--- config.mk ---
export PLATFORM = sky130hd
export DESIGN_NAME = cla_pipe_adder
export DESIGN_NICKNAME = d
export VERILOG_FILES = /design/src/rtl/cla_pipe_adder.sv
export SDC_FILE = /design/constraint.sdc
export NUM_CORES = 1
export LEC_CHECK = 0
export CORE_AREA = 8 8 107 109
export DETAILED_ROUTE_END_ITERATION = 10
export DIE_AREA = 0 0 115 117
export PLACE_DENSITY = 0.68
export SLEW_MARGIN = 15
export SYNTH_ARGS = -nofsm -noshare
export SYNTH_HDL_FRONTEND = slang
export SYNTH_SLANG_ARGS = --single-unit
--- constraint.sdc ---
create_clock -name clk -period 9.8 [get_ports clk]
set_input_delay 2.94 -clock clk [delete_from_list [all_inputs] [get_ports clk]]
set_output_delay 2.94 -clock clk [all_outputs]
set_load 0.05 [all_outputs]
--- src/rtl/cla_pipe_adder.sv ---
// Pipelined carry-lookahead adder/subtractor: one GROUP-bit lookahead group per stage,
// carry registered between stages, operands skewed in and sum bits de-skewed out.
module cla_pipe_adder #(
  parameter int WIDTH = 16,
  parameter int GROUP = 4
) (
  input  logic             clk,
  input  logic             rst,
  input  logic             in_valid,
  output logic             in_ready,
  input  logic [WIDTH-1:0] a,
  input  logic [WIDTH-1:0] b,
  input  logic             c_in,
  input  logic             sub,
  output logic             out_valid,
  input  logic             out_ready,
  output logic [WIDTH-1:0] sum,
  output logic             c_out,
  output logic             ovf
);

  localparam int STAGES = WIDTH / GROUP;

  if (WIDTH % GROUP != 0) begin : g_bad_width
    $error("cla_pipe_adder: WIDTH must be a multiple of GROUP");
  end

  logic             stall;
  logic [WIDTH-1:0] b_eff;
  logic [STAGES:0]  cy;
  logic [STAGES:0]  vld;
  logic             ovf_q;

  // Subtraction is a + ~b + ~borrow; the whole pipe freezes while the output is blocked.
  assign stall     = vld[STAGES] & ~out_ready;
  assign in_ready  = ~stall;
  assign b_eff     = sub ? ~b : b;
  assign cy[0]     = sub ^ c_in;
  assign vld[0]    = in_valid;
  assign out_valid = vld[STAGES];
  assign c_out     = cy[STAGES];
  assign ovf       = ovf_q;

  for (genvar j = 0; j < STAGES; j++) begin : g_stage
    logic [GROUP-1:0]                  op_a;
    logic [GROUP-1:0]                  op_b;
    logic [GROUP-1:0]                  gen;
    logic [GROUP-1:0]                  prop;
    logic [GROUP-1:0]                  grp_sum;
    logic [GROUP:0]                    cl;
    logic                              term;
    logic [STAGES-j-1:0][GROUP-1:0]    sum_q;
    logic                              cy_q;
    logic                              vld_q;

    if (j == 0) begin : g_src
      assign op_a = a[GROUP-1:0];
      assign op_b = b_eff[GROUP-1:0];
    end else begin : g_src
      // Group j operands wait j cycles so they meet the carry coming up from below.
      logic [j-1:0][GROUP-1:0] a_q;
      logic [j-1:0][GROUP-1:0] b_q;
      always_ff @(posedge clk or posedge rst) begin
        if (rst) begin
          a_q <= '0;
          b_q <= '0;
        end else if (!stall) begin
          a_q[0] <= a[j*GROUP +: GROUP];
          b_q[0] <= b_eff[j*GROUP +: GROUP];
          for (int i = 1; i < j; i++) begin
            a_q[i] <= a_q[i-1];
            b_q[i] <= b_q[i-1];
          end
        end
      end
      assign op_a = a_q[j-1];
      assign op_b = b_q[j-1];
    end

    // Each carry is the flat sum-of-products of g/p terms plus the incoming carry.
    always_comb begin
      gen  = op_a & op_b;
      prop = op_a ^ op_b;
      cl   = '0;
      term = 1'b0;
      for (int i = 0; i <= GROUP; i++) begin
        cl[i] = cy[j];
        for (int m = 0; m < i; m++) cl[i] = cl[i] & prop[m];
        for (int n = 0; n < i; n++) begin
          term = gen[n];
          for (int m = n + 1; m < i; m++) term = term & prop[m];
          cl[i] = cl[i] | term;
        end
      end
      grp_sum = prop ^ cl[GROUP-1:0];
    end

    always_ff @(posedge clk or posedge rst) begin
      if (rst) begin
        sum_q <= '0;
        cy_q  <= 1'b0;
        vld_q <= 1'b0;
      end else if (!stall) begin
        sum_q[0] <= grp_sum;
        for (int i = 1; i < STAGES - j; i++) sum_q[i] <= sum_q[i-1];
        cy_q  <= cl[GROUP];
        vld_q <= vld[j];
      end
    end

    assign cy[j+1]                 = cy_q;
    assign vld[j+1]                = vld_q;
    assign sum[j*GROUP +: GROUP]   = sum_q[STAGES-j-1];

    if (j == STAGES - 1) begin : g_flag
      always_ff @(posedge clk or posedge rst) begin
        if (rst) ovf_q <= 1'b0;
        else if (!stall) ovf_q <= cl[GROUP] ^ cl[GROUP-1];
      end
    end
  end

endmodule

Yosys cells after proc, flatten, opt, wreduce, memory -nomap -nowiden

Index checks and enable logic that the tools add are counted.

Input bits: 38
Logic and storage cells: 130
Output and inout port bits: 20
Register bits: 97

Muxes and demuxes: 1
Bitwise gates (word level): 98

Operators with widths:

| operator          | count |
|---|---|
| bitwise AND 1 bit | 41 |
| OR 1 bit          | 40 |
| bitwise XOR 4 bit | 8 |
| bitwise AND 4 bit | 4 |
| 2-to-1 mux 16 bit | 1 |
| NOT 16 bit        | 1 |
| NOT 1 bit         | 2 |
| bitwise XOR 1 bit | 2 |

Longest topological paths before layout

Gate-level depths: netlist (run 1).

Word-level depth: 11
Gate-level depth with buffers: 8
Gate-level depth less buffers: 6

Worst setup path before layout (run 1)

No wires, ideal clock.

Path type: input -> output
From: input out_ready
To: output in_ready
Cell stages on the path: 4
Path slack: 3.336 ns
Path buffers: 2
Data arrival time: 3.524 ns
Data required time: 6.860 ns
Cells stage by stage: nor2b_1 -> buf_2 -> inv_2 -> buf_2

Word-level cells in the longest chain between the ends: 3

Ends and longest elaborated chain:

| element           | line | text |
|---|---|---|
| from (decl)       | 16   | `input logic out_ready,` |
| NOT 1 bit         | 35   | `assign stall = vld[STAGES] & ~out_ready;` |
| bitwise AND 1 bit | 35   |  |
| NOT 1 bit         | 36   | `assign in_ready = ~stall;` |
| to (decl)         | 10   | `output logic in_ready,` |

No other way between the ends.

Worst setup path after layout (run 1)

Same ends and word-level chain as after synthesis.

==> impl_metrics.tcl, run 1 <==
set metrics [dict create \
    outcome "finished, final reports clean" \
    cts_hold_buf 0 \
    fp-row-count 37 \
    fillers 934 \
    dp_hpwl_um 5500 \
    finalMaxSlewViolations 0 \
    grt_max_degree 82 \
    clkSinkCount 97 \
    synth_cells 474 \
    peakVddDrop_mv 0.09265 \
    antennaDiodeCount 0 \
    ant_nets 0 \
    core_um2 9907 \
    crit_fanout 34 \
    power_density_nw_per_um2 311.3 \
    seq_area_um2 2427 \
    cts_buffers 9 \
    antenna_found_initial 0 \
    routed_wl_um 7999 \
    clk_pin_slew_ns 0.09 \
    clock_path_buffers 2 \
    clk_latency_ns 0.36 \
    cts_max_level 3 \
    dr.pass1.iters 4 \
    layout-drive-gt1-share_pct 4.264 \
    grt-ovfl-total 0 \
    cp-start-kind "input pin" \
    startpoint "out_ready" \
    fin_total_pwr_mw 1.624 \
    seq_area_frac_synth_pct 54.46 \
    wl_per_cell_um 12.27 \
    slowest_delay_ns 0.72 \
    dieHeight_um 117 \
    endpoint_kind "primary output" \
    drt_iter0_markers 128 \
    min_from "g_stage[3].g_src.b_q[3]" \
    syn_avg_cell_area_um2 9.402 \
    cts_tree "done" \
    synth-seq-cells 97 \
    fmax_ghz 0.1297 \
    finalHoldViolations 0 \
    cp_common_cell "clkdlybuf4s50_1" \
    netlist-cell-type-count 27 \
    nNetsFinal 573 \
    die_area_um2 13460 \
    die_x_um 115 \
    netlist_area_um2 4457 \
    required_ns 6.86 \
    maxCapViolCount 0 \
    r2r_start "out_valid" \
    crit_chain "clkdlybuf4s50_1 > nor2b_4 > inv_2 > clkdlybuf4s50_1" \
    dp_slack_ns 2.065 \
    io_buffers 57 \
    post_cts_buffers 0 \
    start_util_pct 44.99 \
    drc 0 \
    setup_tns_ns 0 \
    min_period_ns 7.709 \
    vias 3100 \
    grt_pass1_vias 3111 \
    fin_crit_sh_pct 78.66 \
    grtUsageTotal_pct 12.82 \
    fin_ws_ns 2.091 \
    yosys_warnings 0 \
    syn_nets 536 \
    p_leak_nw 2.595 \
    tightest_slew_ns 0.8072 \
    fin_skew_ns 0.009119 \
    arrival_ns 4.77 \
    crit_type "input pin to primary output" \
    pin_count 58 \
    post_cts_resize_count 0 \
    grt_first_pass_wirelength_um 13740 \
    area_growth_pct 17.10 \
    slew_headroom_pct 46.18 \
    multi_input_area_um2 1792 \
    cts_root_buf "clkbuf_8" \
    rsz0062_at_grt "no" \
    place.gp.congestion 0.7383 \
    hp-class "flip-flop to flip-flop" \
    setup_viol 0 \
    slowest_stage "clkdlybuf4s50_1" \
    vias_per_cell 4.755 \
]
-- cell usage in the layout, fill, tap and decap left out, drive strengths merged, types with 9 or more instances in the layout --
cell	count
nand2	213
xnor2	14
dfrtp	97
clkbuf	14
clkdlybuf4s50	57
o21ai	18
o21a	11
inv	9
ha	20
-- worst max-delay path: cells and delay by family --
kind / cells / cell delay [ns]
buffers and inverters: 3 / 1.23
and+or+nand+nor: 1 / 0.58
-- cell type report --
type                       instances  share of cell area, %
inverter                           9                 0.6953
clock inverter                     2                 0.1918
tap                              136                  3.261
timing repair buffer              61                  11.51
clock buffer                      14                  3.500
sequential                        97                  46.51
multi-input combinational        333                  34.33
-- cells by family after synthesis --
group / count (synthesis) / share of synthesized area (%)
AOI/OAI and AO/OA: 55 / 8.338
adders and majority gates: 24 / 7.412
DFF: 97 / 54.46
buffers and inverters: 44 / 5.502
xor gates and xnor gates: 21 / 4.127
and+or+nand+nor: 233 / 20.16
-- stage by stage --
| step | instance area, um^2 | util [%] | cells | hold slack [ns] |
|---|---|---|---|---|
| floorplan | 4457 | - | 474 | 0.4300 |
| global placement | 5026 | 50.73 | 636 | 0.4419 |
| detailed placement | 5026 | 50.73 | 636 | 0.4557 |
| CTS | 5219 | 52.68 | 652 | 0.4718 |
| global route | 5219 | 52.68 | 652 | 0.4846 |
| finish | 5219 | 52.68 | 652 | 0.4651 |
-- routing by layer --
layer | track usage, % | wire, um | share of wire (%)
met3 | 3.899 | 407 | 5.1
met1 | 14.28 | 3498 | 44
met5 | 0 | 0 | 0
met2 | 22.41 | 3949 | 49
met4 | 5.429 | 143 | 1.8
-- path summary, 6_finish.rpt --
check | end | slack [ns] | cells after the start
max | in_ready | 2.09 | 4
min | g_stage[3].g_src.b_q[7] | 0.47 | 2
max reg2reg | g_stage[2].sum_q[3] | 7.71 | 4
min reg2reg | g_stage[3].g_src.b_q[7] | 0.47 | 2
max in group asynchronous | g_stage[0].sum_q[4] | 5.72 | 3
min in group asynchronous | g_stage[2].g_src.a_q[1] | 2.93 | 2
-- cells in the mapped netlist, drive strengths merged --
cell / count / area share (%)
or3: 1 / 0.14
nor3: 7 / 0.79
buf: 34 / 4.7
and2: 1 / 0.14
a21o: 4 / 0.67
nor2: 7 / 0.59
xor2: 7 / 1.4
nor2b: 1 / 0.14
dfrtp: 97 / 54
a31o: 1 / 0.20
nand2b: 3 / 0.42
o211a: 4 / 0.90
fa: 4 / 1.8
o31a: 3 / 0.59
a21oi: 5 / 0.56
clkbuf: 1 / 0.084
inv: 9 / 0.76
o21a: 11 / 1.9
nand2: 213 / 18
xnor2: 14 / 2.8
o22a: 1 / 0.20
o21ai: 18 / 2.0
o31ai: 7 / 1.2
a22oi: 1 / 0.17
ha: 20 / 5.6
-- power by group --
part | total (mW) | switching, mW | internal [mW] | leakage [nW]
clock network | 0.247 | 0.127 | 0.119 | 0.102
registers | 0.674 | 0.0955 | 0.579 | 1.17
logic | 0.703 | 0.430 | 0.274 | 1.32
total | 1.62 | 0.653 | 0.972 | 2.60
-- flip-flops by register name, indices dropped and copies added (netlist names) --
signal / flops
c_out: 1
g_stage.cy_q: 3
g_stage.g_src.a_q: 16
g_stage.g_src.b_q: 16
g_stage.op_a: 8
g_stage.op_b: 8
g_stage.sum_q: 28
g_stage.vld_q: 3
out_valid: 1
ovf: 1
sum: 12
No activity file was read; power rests on OpenSTA's default activity.
==> run 2: changes to the inputs <==
--- a/config.mk
+++ b/config.mk
@@ -8,7 +8,7 @@
 export CORE_AREA = 8 8 107 109
 export DETAILED_ROUTE_END_ITERATION = 10
 export DIE_AREA = 0 0 115 117
-export PLACE_DENSITY = 0.68
+export PLACE_DENSITY = 0.71
 export SLEW_MARGIN = 15
 export SYNTH_ARGS = -nofsm -noshare
 export SYNTH_HDL_FRONTEND = slang
==> constraint.sdc (replaced) <==
create_clock -name clk -period 6.7 [get_ports clk]
set_input_delay 2.01 -clock clk [delete_from_list [all_inputs] [get_ports clk]]
set_output_delay 2.01 -clock clk [all_outputs]
set_load 0.05 [all_outputs]
==> run 2 against run 1 <==
  * Global-route usage is 0.60 points higher
  * First-iteration DRC count rose by 6.3%
  * Count of clock-buffer cells in the layout decreased by 3
  * Via count decreased by 1.5%
  * Clock skew grew 0.0014 ns
  * Non-clock buffer count fell by 1
  * Clock power increased by 49%
  * Die area is the same
  * Register-to-register slack got worse by 2.9 ns
  * Utilization down 0.063 points
  * Critical path depth unchanged
  * Combinational power is 47% higher
  * Largest cell class unchanged
==> impl_metrics.tcl, run 2 (synthesis results as in run 1) <==
set metrics [dict create \
    outcome "finished, final reports clean" \
    setup_tns_ns 0 \
    cts_max_level 3 \
    fin_crit_sh_pct 72.05 \
    hp-class "flip-flop to flip-flop" \
    drc 0 \
    layout-drive-gt1-share_pct 3.899 \
    clock_path_buffers 2 \
    die_x_um 115 \
    clk_latency_ns 0.36 \
    hold_depth 2 \
    dp_hpwl_um 5681 \
    clk_pin_slew_ns 0.08 \
    vias 3054 \
    clkSinkCount 97 \
    rsz0062_at_grt "no" \
    post_cts_buffers 0 \
    ant_nets 0 \
    min_period_ns 4.827 \
    min_from "g_stage[2].vld_q" \
    vias_per_cell 4.706 \
    peakVddDrop_mv 0.1826 \
    numPlacedInstances 635 \
    dp_slack_ns 1.859 \
    cts_hold_buf 0 \
    place.gp.congestion 0.7387 \
    antenna_found_initial 0 \
    area_growth_pct 16.96 \
    drt_iter0_markers 136 \
    grt_pass1_vias 3044 \
    fin_cells 649 \
    dr.pass1.iters 4 \
    finalMaxSlewViolations 0 \
    grt_max_degree 113 \
    die_area_um2 13460 \
    maxCapViolCount 0 \
    antennaDiodeCount 0 \
    core_um2 9907 \
    r2r-end "g_stage[2].sum_q[3]" \
    holdPathEnd "g_stage[2].vld_q" \
    power_density_nw_per_um2 459.6 \
    grt-ovfl-total 0 \
    arrival_ns 2.82 \
    fin_ws_ns 1.873 \
    post_cts_resize_count 0 \
    slew_headroom_pct 29.60 \
    largest_reg_flops 28 \
    wl_per_cell_um 12.89 \
    nNetsFinal 572 \
    layout_common_cells "nand2_1 (213), dfrtp_1 (97), clkdlybuf4s50_1 (56), ha_1 (20), o21ai_0 (18)" \
    grtUsageTotal_pct 13.42 \
    fin_hold_ws_ns 0.4644 \
    tightest_slew_ns 1.056 \
    worst-r2r-cell-count 5 \
    fmax_ghz 0.2072 \
    required_ns 4.69 \
    fin_skew_ns 0.01056 \
    io_buffers 57 \
    endpoint_kind "primary output" \
    rrSetupSlack_ns 4.85 \
    dieHeight_um 117 \
    r2r_start "g_stage[2].op_b[0]" \
    p_leak_nw 2.585 \
    cts_root_buf "clkbuf_8" \
    routed_wl_um 8364 \
    top_register "g_stage.sum_q" \
    setup_viol 0 \
    cts_buffers 9 \
    grt_first_pass_wirelength_um 14150 \
    crit_fanout 2 \
    crit_type "input pin to primary output" \
    pin_count 58 \
    final_common_cell "nand2_1" \
    finalHoldViolations 0 \
    cts_tree "done" \
    top_regs "g_stage.sum_q: 28 flops, g_stage.g_src.a_q: 16 flops, g_stage.g_src.b_q: 16 flops" \
    cp-start-kind "input pin" \
    fp-row-count 37 \
    start_util_pct 44.99 \
]
==> run 2: changes by cell type in the layout (fill, tap and decap cells not counted) <==
| cell | before | now |
|---|---|---|
| buf_12 | 0 | 1 |
| clkinv_2 | 2 | 1 |
| clkdlybuf4s50_1 | 57 | 56 |
| clkbuf_8 | 13 | 10 |
| bufinv_16 | 0 | 1 |
| clkinvlp_4 | 0 | 1 |
| buf_4 | 4 | 3 |
==> run 2: routing by layer <==
metal / vias up / global-route usage [%] / share of wire, % / wire (um)
met3: 11 / 2.463 / 3.9 / 330
met2: 47 / 21.75 / 48 / 4007
met5: - / 0 / 0 / 0
li1: 1562 / - / - / -
met4: 0 / 7.356 / 2.0 / 168
met1: 1434 / 16.77 / 46 / 3857
==> run 2: worst max path at each step <==
| stage | slack [ns] | endpoint | cells after the start | startpoint |
|---|---|---|---|---|
| 2_1_floorplan | 2.10 | in_ready | 4 | out_ready |
| 3_3_place_gp | 1.86 | in_ready | 4 | out_ready |
| 3_5_place_dp | 1.86 | in_ready | 4 | out_ready |
| 4_1_cts | 1.85 | in_ready | 4 | out_ready |
| 5_1_grt | 1.85 | in_ready | 4 | out_ready |
| 6_report | 1.87 | in_ready | 4 | out_ready |
==> run 2: final cells by class <==
type	instances	area, um^2
multi-input combinational	333	1792
sequential	97	2427
inverter	9	36.28
timing repair buffer	60	603.1
tap	136	170.2
clock inverter	3	42.54
clock buffer	11	141.4
fill	930	4695
==> run 2: through the flow <==
stage,power (mW),area (um^2),util [%]
after global placement,2.007,5029,50.76
after floorplan,1.807,4457,-
after CTS,2.424,5213,52.61
final,2.395,5213,52.61
after global routing,2.583,5213,52.61
after detailed placement,2.051,5029,50.76
==> run 2: power breakdown <==
group	switching, mW	internal [mW]
Clock	0.190	0.178
Combinational	0.632	0.403
Sequential	0.146	0.846
Total	0.968	1.43
==> run 2: worst max-delay path, cell delays in order <==
cell	delay (ns)
clkdlybuf4s50_1	0.50
nor2b_4	0.05
inv_2	0.10
buf_12	0.14
==> run 3: changes to the inputs <==
==> constraint.sdc (replaced) <==
create_clock -name clk -period 4.13 [get_ports clk]
set_input_delay 1.239 -clock clk [delete_from_list [all_inputs] [get_ports clk]]
set_output_delay 1.239 -clock clk [all_outputs]
set_load 0.05 [all_outputs]
==> run 3 against run 2 <==
  * Non-clock buffer count rose by 3
  * Via count rose by 1.7%
  * Utilization rose by 0.56 points
  * Clock power rose by 82%
  * Clock skew fell by 0.0027 ns
  * Largest power group unchanged
  * Highest routed layer unchanged
==> impl_metrics.tcl, run 3 (synthesis results as in run 1) <==
set metrics [dict create \
    p_sw_mw 1.568 \
    min_period_ns 3.308 \
    routed_wl_um 8418 \
    vias 3106 \
    fp-row-count 37 \
    cts_max_level 3 \
    dp_hpwl_um 5916 \
    setup_viol 0 \
    finalMaxSlewViolations 0 \
    drc 0 \
    grt_pass1_vias 3267 \
    clkPwrFrac_pct 16.9 \
    die_x_um 115 \
    post_cts_resize_count 0 \
    antennaDiodeCount 0 \
    slew_headroom_pct 46.93 \
    p_comb_share_pct 42.6 \
    layout-drive-gt1-share_pct 4.651 \
    peakVddDrop_mv 0.2664 \
    required_ns 2.89 \
    ant_nets 0 \
    place.gp.congestion 0.7401 \
    clk_latency_ns 0.35 \
    final_util_pct 53.17 \
    grtUsageTotal_pct 13.75 \
    power_density_nw_per_um2 754.0 \
    layout_common_cells "nand2_1 (213), dfrtp_1 (97), clkdlybuf4s50_1 (56), ha_1 (20), o21ai_0 (18)" \
    slowest_stage "clkdlybuf4s50_1" \
    vias_per_cell 4.764 \
    arrival_ns 2.07 \
    p_leak_nw 2.620 \
    use_met3_pct 2.925 \
    grt_use_met2_pct 24.12 \
    die_area_um2 13460 \
    core_um2 9907 \
    tightest_slew_ns 0.7961 \
    start_util_pct 44.99 \
    nNetsFinal 575 \
    setup_tns_ns 0 \
    clkSinkCount 97 \
    top_regs "g_stage.sum_q: 28 flops, g_stage.g_src.a_q: 16 flops, g_stage.g_src.b_q: 16 flops" \
    top_register "g_stage.sum_q" \
    cp-start-kind "input pin" \
    cts_root_buf "clkbuf_8" \
    met1_usage_pct 16.07 \
    post_cts_buffers 0 \
    crit_fanout 2 \
    cts_tree "done" \
    dr.pass1.iters 4 \
    largest_reg_flops 28 \
    endpoint_kind "primary output" \
    grt-ovfl-total 0 \
    grt_first_pass_wirelength_um 14770 \
    busiest_layer "met2" \
    internal_power_mw 2.403 \
    drt_iter0_markers 109 \
    final_common_cell "nand2_1" \
    grt_max_degree 82 \
    seq_area_um2 2427 \
    multi_input_area_um2 1792 \
    clk_pin_slew_ns 0.09 \
    pin_count 58 \
    rsz0062_at_grt "no" \
    pwr-share-seq_pct 40.5 \
    cts_buffers 9 \
    crit_type "input pin to primary output" \
    cts_hold_buf 0 \
    p_sw_share_pct 39.49 \
    fmax_ghz 0.3023 \
    crit_chain "clkdlybuf4s50_1 > nor2b_4 > inv_2 > buf_12" \
    fillers 963 \
    slowest_delay_ns 0.44 \
    hp-class "flip-flop to flip-flop" \
    finalHoldViolations 0 \
    dieHeight_um 117 \
    io_buffers 57 \
    area_growth_pct 18.19 \
    fin_skew_ns 0.007877 \
    clock_path_buffers 2 \
    antenna_found_initial 0 \
    outcome "finished, final reports clean" \
    wl_per_cell_um 12.91 \
    fin_crit_sh_pct 80.09 \
    maxCapViolCount 0 \
]
run 3: changes by cell type in the layout (fill, tap and decap cells not counted), sizes merged:
cell,change
buf,+3
bufinv,+1
clkinvlp,-1
run 3: power by group through the flow:
| stage | registers, mW | clock network, mW | logic (mW) |
|---|---|---|---|
| 2_1_floorplan | 1.69 | 0 | 1.24 |
| 5_1_grt | 1.67 | 0.731 | 1.89 |
| 4_1_cts | 1.61 | 0.694 | 1.72 |
| 3_3_place_gp | 1.62 | 0 | 1.65 |
| 6_report | 1.61 | 0.673 | 1.69 |
| 3_5_place_dp | 1.63 | 0 | 1.71 |
run 3: stage by stage:
step	area, um^2	instances	hold slack (ns)	power (mW)	setup WS (ns)
finish	5268	652	0.4635	3.972	0.8224
global placement	5051	638	0.4443	3.263	0.7889
CTS	5268	652	0.4686	4.032	0.8002
detailed placement	5051	638	0.4474	3.347	0.7964
global route	5268	652	0.4939	4.281	0.7975
floorplan	4457	474	0.4300	2.931	0.3573
run 3: metal layers:
metal | share of wire (%) | vias up
li1 | - | 1569
met1 | 44 | 1481
met5 | 0 | -
met2 | 50 | 45
met3 | 3.7 | 11
met4 | 1.6 | 0
run 3: worst max-delay path: cells and delay by family:
kind / cells / cell delay, ns
AND/OR/NAND/NOR: 1 / 0.17
buffers and inverters: 3 / 0.66
run 3: worst paths after layout:
path                                       start             endpoint  slack (ns)  cells past startpoint
worst max register to register         out_valid      g_stage[0].cy_q        2.17                      5
worst min-delay path            g_stage[2].vld_q     g_stage[2].vld_q        0.46                      2
worst max-delay path                   out_ready             in_ready        0.82                      4
max in group asynchronous                    rst  g_stage[2].sum_q[2]        2.03                      3
min in group asynchronous                    rst   g_stage[2].op_a[0]        1.31                      2
worst min register to register  g_stage[2].vld_q     g_stage[2].vld_q        0.46                      2
run 3: final cells by class:
type / count / share of cell area [%]
Sequential cell: 97 / 46.08
Inverter: 9 / 0.6888
Clock buffer: 11 / 2.874
Tap cell: 136 / 3.230
Clock inverter: 3 / 1.235
Multi-Input combinational cell: 333 / 34.01
Timing Repair Buffer: 63 / 11.88
